## config.mk

```make
export PLATFORM = sky130hd
export DESIGN_NAME = softmax_grad_unit
export DESIGN_NICKNAME = d
export VERILOG_FILES = /design/src/rtl/softmax_grad_unit.sv
export SDC_FILE = /design/constraint.sdc
export NUM_CORES = 1
export LEC_CHECK = 0
export BUFFER_PORTS_ARGS = -buffer_cell sky130_fd_sc_hd__buf_2
export CORE_MARGIN = 5
export CORE_UTILIZATION = 50
export CTS_CLUSTER_DIAMETER = 100
export DETAILED_ROUTE_END_ITERATION = 10
export PLACE_DENSITY = 0.79
export SLEW_MARGIN = 40
export SYNTH_ARGS = -nofsm -noshare
export SYNTH_HDL_FRONTEND = slang
export SYNTH_SLANG_ARGS = --single-unit
```

## constraint.sdc

```tcl
create_clock -name clk -period 1.8 [get_ports clk]
set_clock_uncertainty 0.2 [all_clocks]
set_input_delay 0.27 -clock clk [delete_from_list [all_inputs] [get_ports clk]]
set_output_delay 0.27 -clock clk [all_outputs]
set_load 0.05 [all_outputs]
```

## src/rtl/softmax_grad_unit.sv

```systemverilog
// Cross-entropy gradient (p_k - t_k) for a 4-class Q0.8 probability vector, streamed serially.
// Optional argmax / prediction-correct outputs are built when SOFTMAX_GRAD_ARGMAX_EN is defined.
module softmax_grad_unit #(
  parameter int N_CLASS = 4,
  parameter int DATA_W  = 8,
  parameter int LABEL_W = 2
) (
  input  logic               clk,
  input  logic               rst,
  input  logic               in_valid,
  output logic               in_ready,
  input  logic [DATA_W-1:0]  in_data,
  input  logic [LABEL_W-1:0] in_label,
  output logic               out_valid,
  input  logic               out_ready,
  output logic [DATA_W:0]    out_grad,
  output logic [LABEL_W-1:0] out_idx,
  output logic               out_last,
  output logic [LABEL_W-1:0] pred_class,
  output logic               pred_correct
);

  localparam logic ST_COLLECT = 1'b0;
  localparam logic ST_EMIT    = 1'b1;

  logic               state;
  logic [LABEL_W-1:0] cnt;
  logic [LABEL_W-1:0] lbl;
  logic [DATA_W-1:0]  buf_q [N_CLASS];
  logic               in_fire;
  logic               out_fire;
  logic               last_cnt;

  // Ready is forced low while reset is held, otherwise a pure decode of the state register.
  assign in_ready  = ~rst & (state == ST_COLLECT);
  assign out_valid = (state == ST_EMIT);
  assign in_fire   = in_valid & in_ready;
  assign out_fire  = out_valid & out_ready;
  assign last_cnt  = (cnt == LABEL_W'(N_CLASS - 1));

  always_comb begin
    out_grad = '0;
    out_idx  = '0;
    out_last = 1'b0;
    if (out_valid) begin
      out_grad = {1'b0, buf_q[cnt]} - ((cnt == lbl) ? (DATA_W+1)'(1 << DATA_W) : '0);
      out_idx  = cnt;
      out_last = last_cnt;
    end
  end

  always_ff @(posedge clk or posedge rst) begin
    if (rst) begin
      state <= ST_COLLECT;
      cnt   <= '0;
      lbl   <= '0;
      for (int unsigned i = 0; i < N_CLASS; i++) buf_q[i] <= '0;
    end else begin
      case (state)
        ST_COLLECT: begin
          if (in_fire) begin
            buf_q[cnt] <= in_data;
            if (cnt == '0) lbl <= in_label;
            cnt <= cnt + 1'b1;
            if (last_cnt) state <= ST_EMIT;
          end
        end
        default: begin
          if (out_fire) begin
            cnt <= cnt + 1'b1;
            if (last_cnt) state <= ST_COLLECT;
          end
        end
      endcase
    end
  end

`ifdef SOFTMAX_GRAD_ARGMAX_EN
  logic [DATA_W-1:0]  max_val;
  logic [LABEL_W-1:0] max_idx;
  logic [DATA_W-1:0]  nxt_val;
  logic [LABEL_W-1:0] nxt_idx;

  // Strict compare keeps the earliest index on ties; beat 0 always loads.
  always_comb begin
    nxt_val = max_val;
    nxt_idx = max_idx;
    if (cnt == '0 || in_data > max_val) begin
      nxt_val = in_data;
      nxt_idx = cnt;
    end
  end

  always_ff @(posedge clk or posedge rst) begin
    if (rst) begin
      max_val      <= '0;
      max_idx      <= '0;
      pred_class   <= '0;
      pred_correct <= 1'b0;
    end else if (in_fire) begin
      max_val <= nxt_val;
      max_idx <= nxt_idx;
      if (last_cnt) begin
        pred_class   <= nxt_idx;
        pred_correct <= (nxt_idx == lbl);
      end
    end
  end
`else
  assign pred_class   = '0;
  assign pred_correct = 1'b0;
`endif

endmodule

```

==> results of run 1 <==
==> repair_timing <==
item	4_1_cts	5_1_grt
hold buffers	1	0
buffers inserted	2	3
cloned	0	3
hold endpoints to repair	37	0
endpoints found under the setup margin	11	24
resized for setup	42	27
pin swaps	1	6
==> cells in the final DEF (no fill, tap or decap), types with 2 or more instances in the layout <==
cell type	Yosys	layout
sky130_fd_sc_hd__and2_4	0	2
sky130_fd_sc_hd__and3_4	4	6
sky130_fd_sc_hd__buf_2	0	14
sky130_fd_sc_hd__buf_4	5	8
sky130_fd_sc_hd__buf_6	4	13
sky130_fd_sc_hd__clkbuf_8	0	6
sky130_fd_sc_hd__conb_1	1	3
sky130_fd_sc_hd__dfrtp_1	37	34
sky130_fd_sc_hd__dfrtp_2	0	3
sky130_fd_sc_hd__ha_1	4	2
sky130_fd_sc_hd__ha_4	0	2
sky130_fd_sc_hd__inv_1	4	2
sky130_fd_sc_hd__mux2_4	34	34
sky130_fd_sc_hd__mux2i_2	0	8
sky130_fd_sc_hd__mux2i_4	0	8
sky130_fd_sc_hd__o22ai_4	0	8
sky130_fd_sc_hd__xnor2_1	3	3
==> how the worst max path moves through the flow <==
stage | from | to | slack, ps | cells after the start
3_5_place_dp | cnt[1] | out_grad[3] | -40 | 4
6_report | cnt[0] | out_grad[5] | -170 | 4
5_1_grt | cnt[0] | out_grad[2] | -220 | 4
2_1_floorplan | out_valid | buf_q[24] | -70 | 5
4_1_cts | cnt[0] | out_grad[3] | -170 | 4
3_3_place_gp | out_valid | out_grad[3] | 10 | 3
==> worst reg2reg max path, delay by kind of cell (launching register included) <==
family                   cells  cell delay [ps]
buffers and inverters        3              340
multiplexers                 1              320
adder cells (fa/ha/maj)      1              130
flip-flops                   1              460
AND/OR/NAND/NOR              1              300
==> kinds of logic after synthesis <==
| kind of cell | share of synthesized area |
|---|---|
| compound gates | 0.03372 |
| flops | 0.4707 |
| buf+inv | 0.05980 |
| simple gates | 0.04835 |
| xor+xnor | 0.01336 |
| mux | 0.3467 |
| fa+ha+maj | 0.02545 |
| other cells | 0.001907 |
==> state kept, by name (all words and copies together), names as in the netlist <==
name,cells
lbl,2
out_valid,1
buf_q,32
cnt,2
==> metrics by stage <==
stage / TNS, ps / cell area [sq um] / hold slack (ps) / setup slack (ps)
after floorplan: -2366 / 2110 / 218.1 / -72.41
after global placement: 0 / 2233 / 247.3 / 11.25
after detailed placement: -259.9 / 2233 / 259.9 / -43.87
after CTS: -1408 / 2491 / 9.752 / -167.9
after global routing: -3525 / 2690 / 6.208 / -218.8
final: -2174 / 2690 / 15.16 / -173.0
==> synthesized netlist by cell type <==
| cell | count |
|---|---|
| sky130_fd_sc_hd__mux2_4 | 34 |
| sky130_fd_sc_hd__inv_1 | 4 |
| sky130_fd_sc_hd__and3_1 | 1 |
| sky130_fd_sc_hd__mux2_2 | 1 |
| sky130_fd_sc_hd__conb_1 | 1 |
| sky130_fd_sc_hd__xnor2_1 | 3 |
| sky130_fd_sc_hd__nor2_8 | 1 |
| sky130_fd_sc_hd__ha_1 | 4 |
| sky130_fd_sc_hd__nand2_1 | 3 |
| sky130_fd_sc_hd__buf_12 | 1 |
| sky130_fd_sc_hd__o22ai_1 | 8 |
| sky130_fd_sc_hd__a22o_1 | 1 |
| sky130_fd_sc_hd__buf_6 | 4 |
| sky130_fd_sc_hd__and2_1 | 2 |
| sky130_fd_sc_hd__mux2i_1 | 16 |
| sky130_fd_sc_hd__buf_4 | 5 |
| sky130_fd_sc_hd__a21o_1 | 1 |
| sky130_fd_sc_hd__and3_4 | 4 |
| sky130_fd_sc_hd__dfrtp_1 | 37 |
==> report_power, final <==
part	internal [mW]	switching [mW]	total (mW)	leakage, nW
combinational	1.75	1.49	3.24	0.678
sequential	1.26	0.421	1.68	0.444
clock	0.304	0.282	0.586	0.0443
==> final cells by class <==
type / instances / area share
Multi-Input combinational cell: 84 / 0.4637
Sequential cell: 37 / 0.3456
Timing Repair Buffer: 39 / 0.1288
Clock buffer: 7 / 0.03209
Tap cell: 48 / 0.02233
Inverter: 4 / 0.007442
==> routing by layer <==
layer	GRT usage	vias up	part of all wire
li1	-	543	-
met5	0	-	0
met1	0.2160	612	0.46
met3	0.04959	5	0.042
met2	0.2635	28	0.49
met4	0.05533	0	0.0080
==> impl_summary.txt, run 1 <==
----------------------------------------------------
[Worst setup path]
  Setup crit end kind ... output pin
  Worst r2r dst ... buf_q[15]
  Number of buffer and inverter stages on the critical path ... 2
  Type of the worst setup path ... flip-flop to output pin
  Reg-to-Reg Start ... cnt[0]
  CP delay by family, top ... flip-flops
  Cell with the biggest individual delay on the critical path ... sky130_fd_sc_hd__dfrtp_2
  Peak per-stage delay on the critical path ... 440 ps
  Data required, critical path ... 1330 ps
  Endpoint arrival time on the critical path ... 1500 ps
  Element type at the critical path start ... flip-flop
  Setup slack of the worst register-to-register path ... -70 ps
  CP Max Fanout ... 8
  Chain of cells forming the critical path ... clkbuf_16, mux2i_2, o22ai_4, buf_4
  Worst Reg-to-Reg Cells ... 6

[Route]
  Detailed router's first-iteration violation count ... 67
  Routed wire per std cell ... 19.51 microns
  Detail Route Antenna Nets ... 0
  Vias per cell ... 5.425
  Wire length after detailed routing ... 4272 microns
  Detailed-route DRC error count ... 0
  Total number of vias ... 1,188
  Iteration count of the initial detailed-routing pass ... 4

[GRT]
  Vias in the first global route ... 1,283
  Antenna violations before repair ... 0
  GRT Util Overall ... 0.1658
  Pin count of the biggest net entering global routing ... 38
  Wire length of the first global-routing pass ... 6658 microns
  Overflow left after global routing ... 0

[Hold path]
  Depth of the worst hold-timing path ... 2
  Hold Path Sink ... lbl[0]
  Worst hold path type ... primary input to flip-flop
  Min-delay src ... in_label[0]

[Finish]
  Final #Nets ... 189
  Proportion of layout cells with a drive suffix above 1 ... 0.7076
  Area added between synthesis and finish ... 36.77%
  Non-Filler Instances ... 219
  Filler Cell Count ... 243
  Core utilization of the finished layout ... 0.7186
  Footprint of the flip-flops and latches ... 929.6 sq um
  Diode count ... 0
  Area of combinational cells with multiple inputs ... 1247 sq um

[Clocking]
  Clock Root Buffer ... sky130_fd_sc_hd__clkbuf_8
  Num CTS Buffers ... 5
  CTS tree ... yes
  Number of H-tree branching levels ... 2
  Maximum count of clock buffers along a single path ... 2
  Clock-pin slew of the registers on the worst-case setup and hold paths ... 70 ps
  Latest clock arrival within the worst-skew pair ... 290 ps
  Clock Sink Count ... 37

[Floorplanning]
  Number of placed I/O pins ... 31
  Std-Cell Core Area ... 3744 sq um
  Starting Density ... 0.5254
  Placement row count ... 22
  Die width ... 72.72 microns
  Die Height ... 72.72 microns
  Area of the die ... 5288 sq um

[Synthesis]
  Top-area cell type share of the netlist area ... 0.4707
  Leading post-synthesis cells by cell area ... sky130_fd_sc_hd__dfrtp_1, sky130_fd_sc_hd__mux2_4, sky130_fd_sc_hd__mux2i_1
  Share of the yosys chip area belonging to registers ... 0.4707
  Yosys cell types ... 19
  Area of the mapped netlist ... 1967 sq um
  Number of storage elements in the synthesis netlist ... 37
  Dominant cell type by area after synthesis ... sky130_fd_sc_hd__dfrtp_1
  YS warnings ... 0
  Post-synthesis average cell area ... 15.01 sq um
  Number of standard cells after synthesis ... 131

[Placement]
  PortBufs ... 27
  Post-Place Cells ... 203
  Final Wtd Congestion ... 0.7323
  Detailed Place HPWL ... 2574 microns

[Power and ir drop]
  Leakage power total ... 1.166 nW
  Maximum VDD drop ... 1.116 mV
  Pwr dens ... 2045 nW/um^2
  Post-route total power ... 5.501 mW

[Timing]
  Setup repair after global routing missed its margin ... true
  Maximum clock frequency ... 0.5069 GHz
  Minimum period implied by the final worst setup slack ... 1973 ps
  Hold Fails Final Rpt ... 0
  Fin. max-slew vios ... 0
  Share of the clock period used by the worst path after layout ... 1.096
  Min setup slack post-route ... -173.0 ps
  Number of setup violations in the final report ... 28

[Status]
  Violations in the final reports ... setup timing
  Result of the run ... finished with violations

[Run]
  Max-cap check violation count ... 0

----------------------------------------------------
(Power assumes the default switching activity.)
==> run 2: changes to the inputs <==
--- a/config.mk
+++ b/config.mk
@@ -10,7 +10,7 @@
 export CORE_UTILIZATION = 50
 export CTS_CLUSTER_DIAMETER = 100
 export DETAILED_ROUTE_END_ITERATION = 10
-export PLACE_DENSITY = 0.79
+export PLACE_DENSITY = 0.75
 export SLEW_MARGIN = 40
 export SYNTH_ARGS = -nofsm -noshare
 export SYNTH_HDL_FRONTEND = slang
==> run 2 against run 1 <==
  * Critical path type unchanged
  * Cell count grew 0.91%
  * Routed wire length decreased by 2.7%
  * The flow still finishes with violations (setup timing)
  * Final area rose by 1.3%
  * First-iteration DRC count decreased by 28%
  * Core utilization up 0.90 points
  * Critical endpoint is now out_grad[6]
==> impl_summary.txt, run 2 (synthesized netlist as in run 1, its figures left out) <==
----------------------------------------------------
[Status]
  Result of the run ... finished with violations
  Violations in the final reports ... setup timing

[GRT]
  Pin count of the biggest net entering global routing ... 38 (unchanged)
  Vias in the first global route ... 1,312 (+2.3%)
  GRT Util Overall ... 0.1672 (+0.001353)
  Wire length of the first global-routing pass ... 6610 microns (-0.72%)
  Antenna violations before repair ... 0 (unchanged)
  Overflow left after global routing ... 0 (unchanged)

[Worst setup path]
  Element type at the critical path start ... flip-flop
  Endpoint arrival time on the critical path ... 1480 ps (-20 ps)
  Number of buffer and inverter stages on the critical path ... 2 (unchanged)
  Data required, critical path ... 1330 ps (about the same)
  Setup crit end kind ... output pin
  CP Max Fanout ... 7 (-1)
  Cell with the biggest individual delay on the critical path ... sky130_fd_sc_hd__dfrtp_2
  Chain of cells forming the critical path ... buf_12, mux2i_4, o22ai_4, buf_6
  Peak per-stage delay on the critical path ... 480 ps (+40 ps)
  Type of the worst setup path ... flip-flop to output pin
  CP delay by family, top ... flip-flops
  Setup slack of the worst register-to-register path ... -70 ps (about the same)

[Placement]
  Detailed Place HPWL ... 2638 microns (+2.5%)
  Post-Place Cells ... 204 (+0.49%)
  PortBufs ... 27 (unchanged)
  Final Wtd Congestion ... 0.9322 (+27%)

[Clocking]
  Number of H-tree branching levels ... 2 (unchanged)
  Latest clock arrival within the worst-skew pair ... 280 ps (about the same)
  Clock Root Buffer ... sky130_fd_sc_hd__clkbuf_8
  Clock Sink Count ... 37 (unchanged)
  Num CTS Buffers ... 5 (unchanged)
  Maximum count of clock buffers along a single path ... 2 (unchanged)
  Clock-pin slew of the registers on the worst-case setup and hold paths ... 70 ps (about the same)
  CTS tree ... yes

[Power and ir drop]
  Leakage power total ... 1.177 nW (+0.91%)
  Maximum VDD drop ... 1.001 mV (-10%)
  Proportion of total power due to net switching ... 0.3993 (+0.0008314)
  Sw power ... 2.243 mW (+2.3%)
  Clock network fraction of total power ... 0.099 (-0.007)
  Logic gate share of total power ... 0.593 (+0.005)
  Relative contribution of sequential cells to total power ... 0.308 (+0.003)
  Cell Int Power ... 3.374 mW (+2.0%)
  Pwr dens ... 2062 nW/um^2 (+0.85%)

[Finish]
  Number of flip-flops under the largest register name ... 32 (unchanged)
  Reg with most FFs ... buf_q
  Diode count ... 0 (unchanged)
  Proportion of layout cells with a drive suffix above 1 ... 0.6994 (-0.008180)
  Biggest registers after layout ... buf_q (32), cnt (2), lbl (2)
  Final #Nets ... 190 (+0.53%)
  Area added between synthesis and finish ... 38.49%
  Filler Cell Count ... 243 (unchanged)
  Commonest cells after routing, fill and taps aside ... sky130_fd_sc_hd__mux2_4, sky130_fd_sc_hd__dfrtp_1, sky130_fd_sc_hd__mux2i_4
  Non-Filler Instances ... 221 (+0.91%)

[Route]
  Detailed-route DRC error count ... 0 (unchanged)
  Detailed router's first-iteration violation count ... 48 (-28%)
  Routed wire per std cell ... 18.81 microns (-3.6%)
  Wire length after detailed routing ... 4156 microns (-2.7%)
  Total number of vias ... 1,207 (+1.6%)
  Detail Route Antenna Nets ... 0 (unchanged)
  Iteration count of the initial detailed-routing pass ... 4 (unchanged)
  Vias per cell ... 5.462 (+0.68%)

[Floorplanning]
  Die Height ... 72.72 microns (unchanged)
  Std-Cell Core Area ... 3744 sq um (unchanged)
  Placement row count ... 22 (unchanged)
  Starting Density ... 0.5254 (unchanged)
  Number of placed I/O pins ... 31 (unchanged)
  Die width ... 72.72 microns (unchanged)
  Area of the die ... 5288 sq um (unchanged)

[Timing]
  Minimum period implied by the final worst setup slack ... 1955 ps (-18.17 ps)
  Final hold slack ... 19.45 ps (+4.286 ps)
  Share of the clock period used by the worst path after layout ... 1.086 (-0.01009)
  Number of setup violations in the final report ... 19 (-32%)
  Maximum clock frequency ... 0.5116 GHz (+0.93%)
  Fin. max-slew vios ... 0 (unchanged)
  Min setup slack post-route ... -154.8 ps (+18.17 ps)
  Setup repair after global routing missed its margin ... true
  Final total negative setup slack ... -1886 ps (+287.2 ps)
  Hold Fails Final Rpt ... 0 (unchanged)

[Hold path]
  Worst hold path type ... primary input to flip-flop

[Run]
  Max-cap check violation count ... 0 (unchanged)

----------------------------------------------------
-- run 2: timing repair --
item                                   CTS  global route
resized for setup                       59             9
setup endpoints to repair               12            41
cloned                                   1             2
buffers inserted                         3             2
endpoints found under the hold margin   37             0
pin swaps                                9             3
hold buffers                             1             0
-- run 2: worst paths after layout --
path | from | end | cells past startpoint
min in group asynchronous | rst | buf_q[19] | 4
max in group asynchronous | rst | out_valid | 4
worst min register to register | lbl[0] | lbl[0] | 1
worst max-delay path | cnt[0] | out_grad[6] | 4
worst min-delay path | in_label[1] | lbl[1] | 2
worst max register to register | cnt[0] | buf_q[10] | 5
-- run 2: routing by layer --
layer | global-route usage | up-vias | part of all wire
met5 | 0 | - | 0
met4 | 0.06967 | 0 | 0.022
met1 | 0.2044 | 615 | 0.43
li1 | - | 550 | -
met2 | 0.2796 | 31 | 0.51
met3 | 0.04270 | 11 | 0.047
-- run 2: layout make-up --
class / count / area, sq um / area share
clock inverter: 2 / 10.01 / 0.003675
sequential: 37 / 929.6 / 0.3413
clock buffer: 6 / 72.57 / 0.02664
tap: 48 / 60.06 / 0.02205
timing repair buffer: 40 / 357.8 / 0.1314
inverter: 4 / 17.52 / 0.006431
multi-input combinational: 84 / 1276 / 0.4685
-- run 2: power groups by stage --
stage / Sequential (mW) / Combinational (mW) / Clock [mW]
6_report: 1.73 / 3.33 / 0.558
5_1_grt: 1.78 / 3.48 / 0.605
4_1_cts: 1.72 / 3.21 / 0.562
3_5_place_dp: 1.56 / 2.47 / 0
3_3_place_gp: 1.53 / 2.44 / 0
2_1_floorplan: 1.48 / 2.12 / 0
-- run 2: per-stage QoR --
step                        util  worst slack [ps]  total power [mW]  area [sq um]
after floorplan                -            -72.41             3.598          2110
final                     0.7276            -154.8             5.617          2724
after CTS                 0.7099            -161.7             5.500          2658
after global placement    0.6019             52.77             3.968          2253
after global routing      0.7276            -192.2             5.874          2724
after detailed placement  0.6019             36.42             4.036          2253
==> run 3: changes to the inputs <==
--- a/config.mk
+++ b/config.mk
@@ -7,11 +7,12 @@
 export LEC_CHECK = 0
 export BUFFER_PORTS_ARGS = -buffer_cell sky130_fd_sc_hd__buf_2
 export CORE_MARGIN = 5
-export CORE_UTILIZATION = 50
+export CORE_UTILIZATION = 52
 export CTS_CLUSTER_DIAMETER = 100
 export DETAILED_ROUTE_END_ITERATION = 10
-export PLACE_DENSITY = 0.75
+export PLACE_DENSITY = 0.8
 export SLEW_MARGIN = 40
 export SYNTH_ARGS = -nofsm -noshare
 export SYNTH_HDL_FRONTEND = slang
 export SYNTH_SLANG_ARGS = --single-unit
+export TNS_END_PERCENT = 5
==> constraint.sdc (replaced) <==
create_clock -name clk -period 1.9 [get_ports clk]
set_clock_uncertainty 0.2 [all_clocks]
set_input_delay 0.285 -clock clk [delete_from_list [all_inputs] [get_ports clk]]
set_output_delay 0.285 -clock clk [all_outputs]
set_load 0.05 [all_outputs]
==> run 3 against run 2 <==
  * The flow still finishes with violations (setup timing)
  * Die area fell by 3.3%
  * Worst setup slack improved by 54 ps
  * Final area fell by 8.2%
  * Hold slack improved by 13 ps
  * Flip-flop and latch count unchanged
  * Via count down 4.6%
  * Power shrank 13%
  * Combinational power fell by 21%
  * Core utilization is 4.5 points lower
  * Clock power grew 24%
==> impl_summary.txt, run 3 (synthesized netlist as in run 1, its figures left out) <==
----------------------------------------------------
[GRT]
  Antenna violations before repair ... 0 (unchanged)
  Overflow left after global routing ... 0 (unchanged)
  Pin count of the biggest net entering global routing ... 38 (unchanged)
  Routing usage on met2 ... 0.2878 (+0.008196)
  Met1 routing resource usage after global routing ... 0.2150 (+0.01059)
  Vias in the first global route ... 1,275 (-2.8%)
  GR met3 Demand/Resource ... 0.03647 (-0.006234)
  GRT Util Overall ... 0.1679 (+0.0007005)
  Global route hottest layer ... met2
  Wire length of the first global-routing pass ... 6589 microns (-0.32%)

[Worst setup path]
  Setup crit end kind ... output pin
  CP Max Fanout ... 12 (+5)
  Setup slack of the worst register-to-register path ... 200 ps (+270 ps)
  Endpoint arrival time on the critical path ... 1520 ps (+40 ps)
  Type of the worst setup path ... flip-flop to output pin
  Reg-to-Reg Start ... cnt[0]
  Data required, critical path ... 1410 ps (+80 ps)
  Worst Reg-to-Reg Cells ... 4 (-1)
  Element type at the critical path start ... flip-flop
  Worst r2r dst ... buf_q[30]

[Route]
  Routed wire per std cell ... 18.45 microns (-1.9%)
  Total number of vias ... 1,151 (-4.6%)
  Iteration count of the initial detailed-routing pass ... 4 (unchanged)
  Detail Route Antenna Nets ... 0 (unchanged)
  Vias per cell ... 5.353 (-2.0%)
  Detailed-route DRC error count ... 0 (unchanged)
  Detailed router's first-iteration violation count ... 45 (-6.3%)
  Wire length after detailed routing ... 3967 microns (-4.5%)

[Timing]
  Fin. max-slew vios ... 0 (unchanged)
  Share of the clock period used by the worst path after layout ... 1.053
  Maximum clock frequency ... 0.4998 GHz
  Setup repair after global routing missed its margin ... true
  Minimum period implied by the final worst setup slack ... 2001 ps
  Min setup slack post-route ... -100.8 ps (+54.03 ps)
  Hold Fails Final Rpt ... 0 (unchanged)
  Final total negative setup slack ... -719.0 ps (+1167 ps)
  Number of setup violations in the final report ... 8 (-11)

[Finish]
  Final #Nets ... 184 (-3.2%)
  Most frequent standard cell in the layout excluding fill and tap cells ... sky130_fd_sc_hd__dfrtp_1
  Commonest cells after routing, fill and taps aside ... sky130_fd_sc_hd__dfrtp_1, sky130_fd_sc_hd__mux2_4, sky130_fd_sc_hd__buf_2
  Proportion of layout cells with a drive suffix above 1 ... 0.6587 (-0.04074)
  Core utilization of the finished layout ... 0.6828 (-0.04476)
  Reg with most FFs ... buf_q
  Diode count ... 0 (unchanged)
  Area added between synthesis and finish ... 27.10%
  Biggest registers after layout ... buf_q (32), cnt (2), lbl (2)
  Number of flip-flops under the largest register name ... 32 (unchanged)

[Clocking]
  CTS tree ... yes
  Clock-pin slew of the registers on the worst-case setup and hold paths ... 70 ps (about the same)
  Clock Root Buffer ... sky130_fd_sc_hd__clkbuf_8
  Postcts setup bufs ... 0 (-3)
  Number of H-tree branching levels ... 2 (unchanged)
  Clock Sink Count ... 37 (unchanged)
  Latest clock arrival within the worst-skew pair ... 280 ps (about the same)
  Num CTS Buffers ... 5 (unchanged)
  Maximum count of clock buffers along a single path ... 2 (unchanged)

[Floorplanning]
  Die width ... 71.50 microns (-1.7%)
  Starting Density ... 0.5373 (+0.01185)
  Placement row count ... 22 (unchanged)
  Die Height ... 71.50 microns (-1.7%)
  Std-Cell Core Area ... 3661 sq um (-2.2%)
  Number of placed I/O pins ... 31 (unchanged)
  Area of the die ... 5112 sq um (-3.3%)

[Placement]
  Detailed Place HPWL ... 2649 microns (+0.42%)
  Final Wtd Congestion ... 0.7448 (-20%)
  PortBufs ... 27 (unchanged)

[Power and ir drop]
  Pwr dens ... 1953 nW/um^2 (-5.3%)
  Post-route total power ... 4.883 mW (-13%)
  Maximum VDD drop ... 0.9396 mV (-6.2%)
  Leakage power total ... 1.135 nW (-3.6%)

[Hold path]
  Min-delay src ... in_label[1]
  Hold Path Sink ... lbl[1]
  Depth of the worst hold-timing path ... 2 (unchanged)
  Worst hold path type ... primary input to flip-flop

[Status]
  Violations in the final reports ... setup timing
  Result of the run ... finished with violations

[Run]
  Max-cap check violation count ... 0 (unchanged)

----------------------------------------------------
-- run 3: cell type report --
| cell class | instances | area, sq um |
|---|---|---|
| sequential | 37 | 928.4 |
| timing repair buffer | 36 | 246.5 |
| multi-input combinational | 82 | 1134 |
| fill | 260 | 1161 |
| tap | 48 | 60.06 |
| clock buffer | 7 | 86.33 |
| inverter | 4 | 15.01 |
| clock inverter | 1 | 30.03 |
-- run 3: worst max path at each step --
stage | slack (ps) | cells after the start | from | to
4_1_cts | -90 | 4 | cnt[0] | out_grad[0]
2_1_floorplan | -30 | 7 | cnt[0] | buf_q[10]
3_5_place_dp | 90 | 3 | out_valid | out_grad[5]
3_3_place_gp | 110 | 4 | cnt[0] | out_grad[5]
6_report | -100 | 4 | cnt[0] | out_grad[6]
5_1_grt | -160 | 4 | cnt[0] | out_grad[1]
-- run 3: per-layer routing --
metal / vias up / part of all wire
met4: 0 / 0.0073
met3: 2 / 0.036
met5: - / 0
li1: 527 / -
met1: 599 / 0.43
met2: 23 / 0.53
-- run 3: critical path: stages, from the launching register on --
cell and delay (ps):
sky130_fd_sc_hd__dfrtp_2 440, sky130_fd_sc_hd__buf_12 190, sky130_fd_sc_hd__mux2i_2 290, sky130_fd_sc_hd__o22ai_4 100, sky130_fd_sc_hd__buf_4 200
-- run 3: what timing repair did --
item	CTS	global route
endpoints found under the hold margin	37	0
hold buffers	1	0
resized for setup	27	5
setup endpoints to repair	10	10
pin swaps	0	0
-- run 3: metrics by stage --
step	area [sq um]	hold WS (ps)	setup WS [ps]	instances
6_report	2500	32.75	-100.8	215
5_1_grt	2500	25.80	-162.5	215
4_1_cts	2471	27.93	-91.65	215
3_5_place_dp	2256	273.5	85.83	206
3_3_place_gp	2256	259.9	113.3	206
2_1_floorplan	2091	233.0	-28.98	133
-- run 3: where the power goes --
part / total (mW) / switching (mW) / internal, mW
Clock: 0.694 / 0.266 / 0.428
Combinational: 2.64 / 1.28 / 1.37
Sequential: 1.55 / 0.358 / 1.19
Total: 4.88 / 1.90 / 2.98
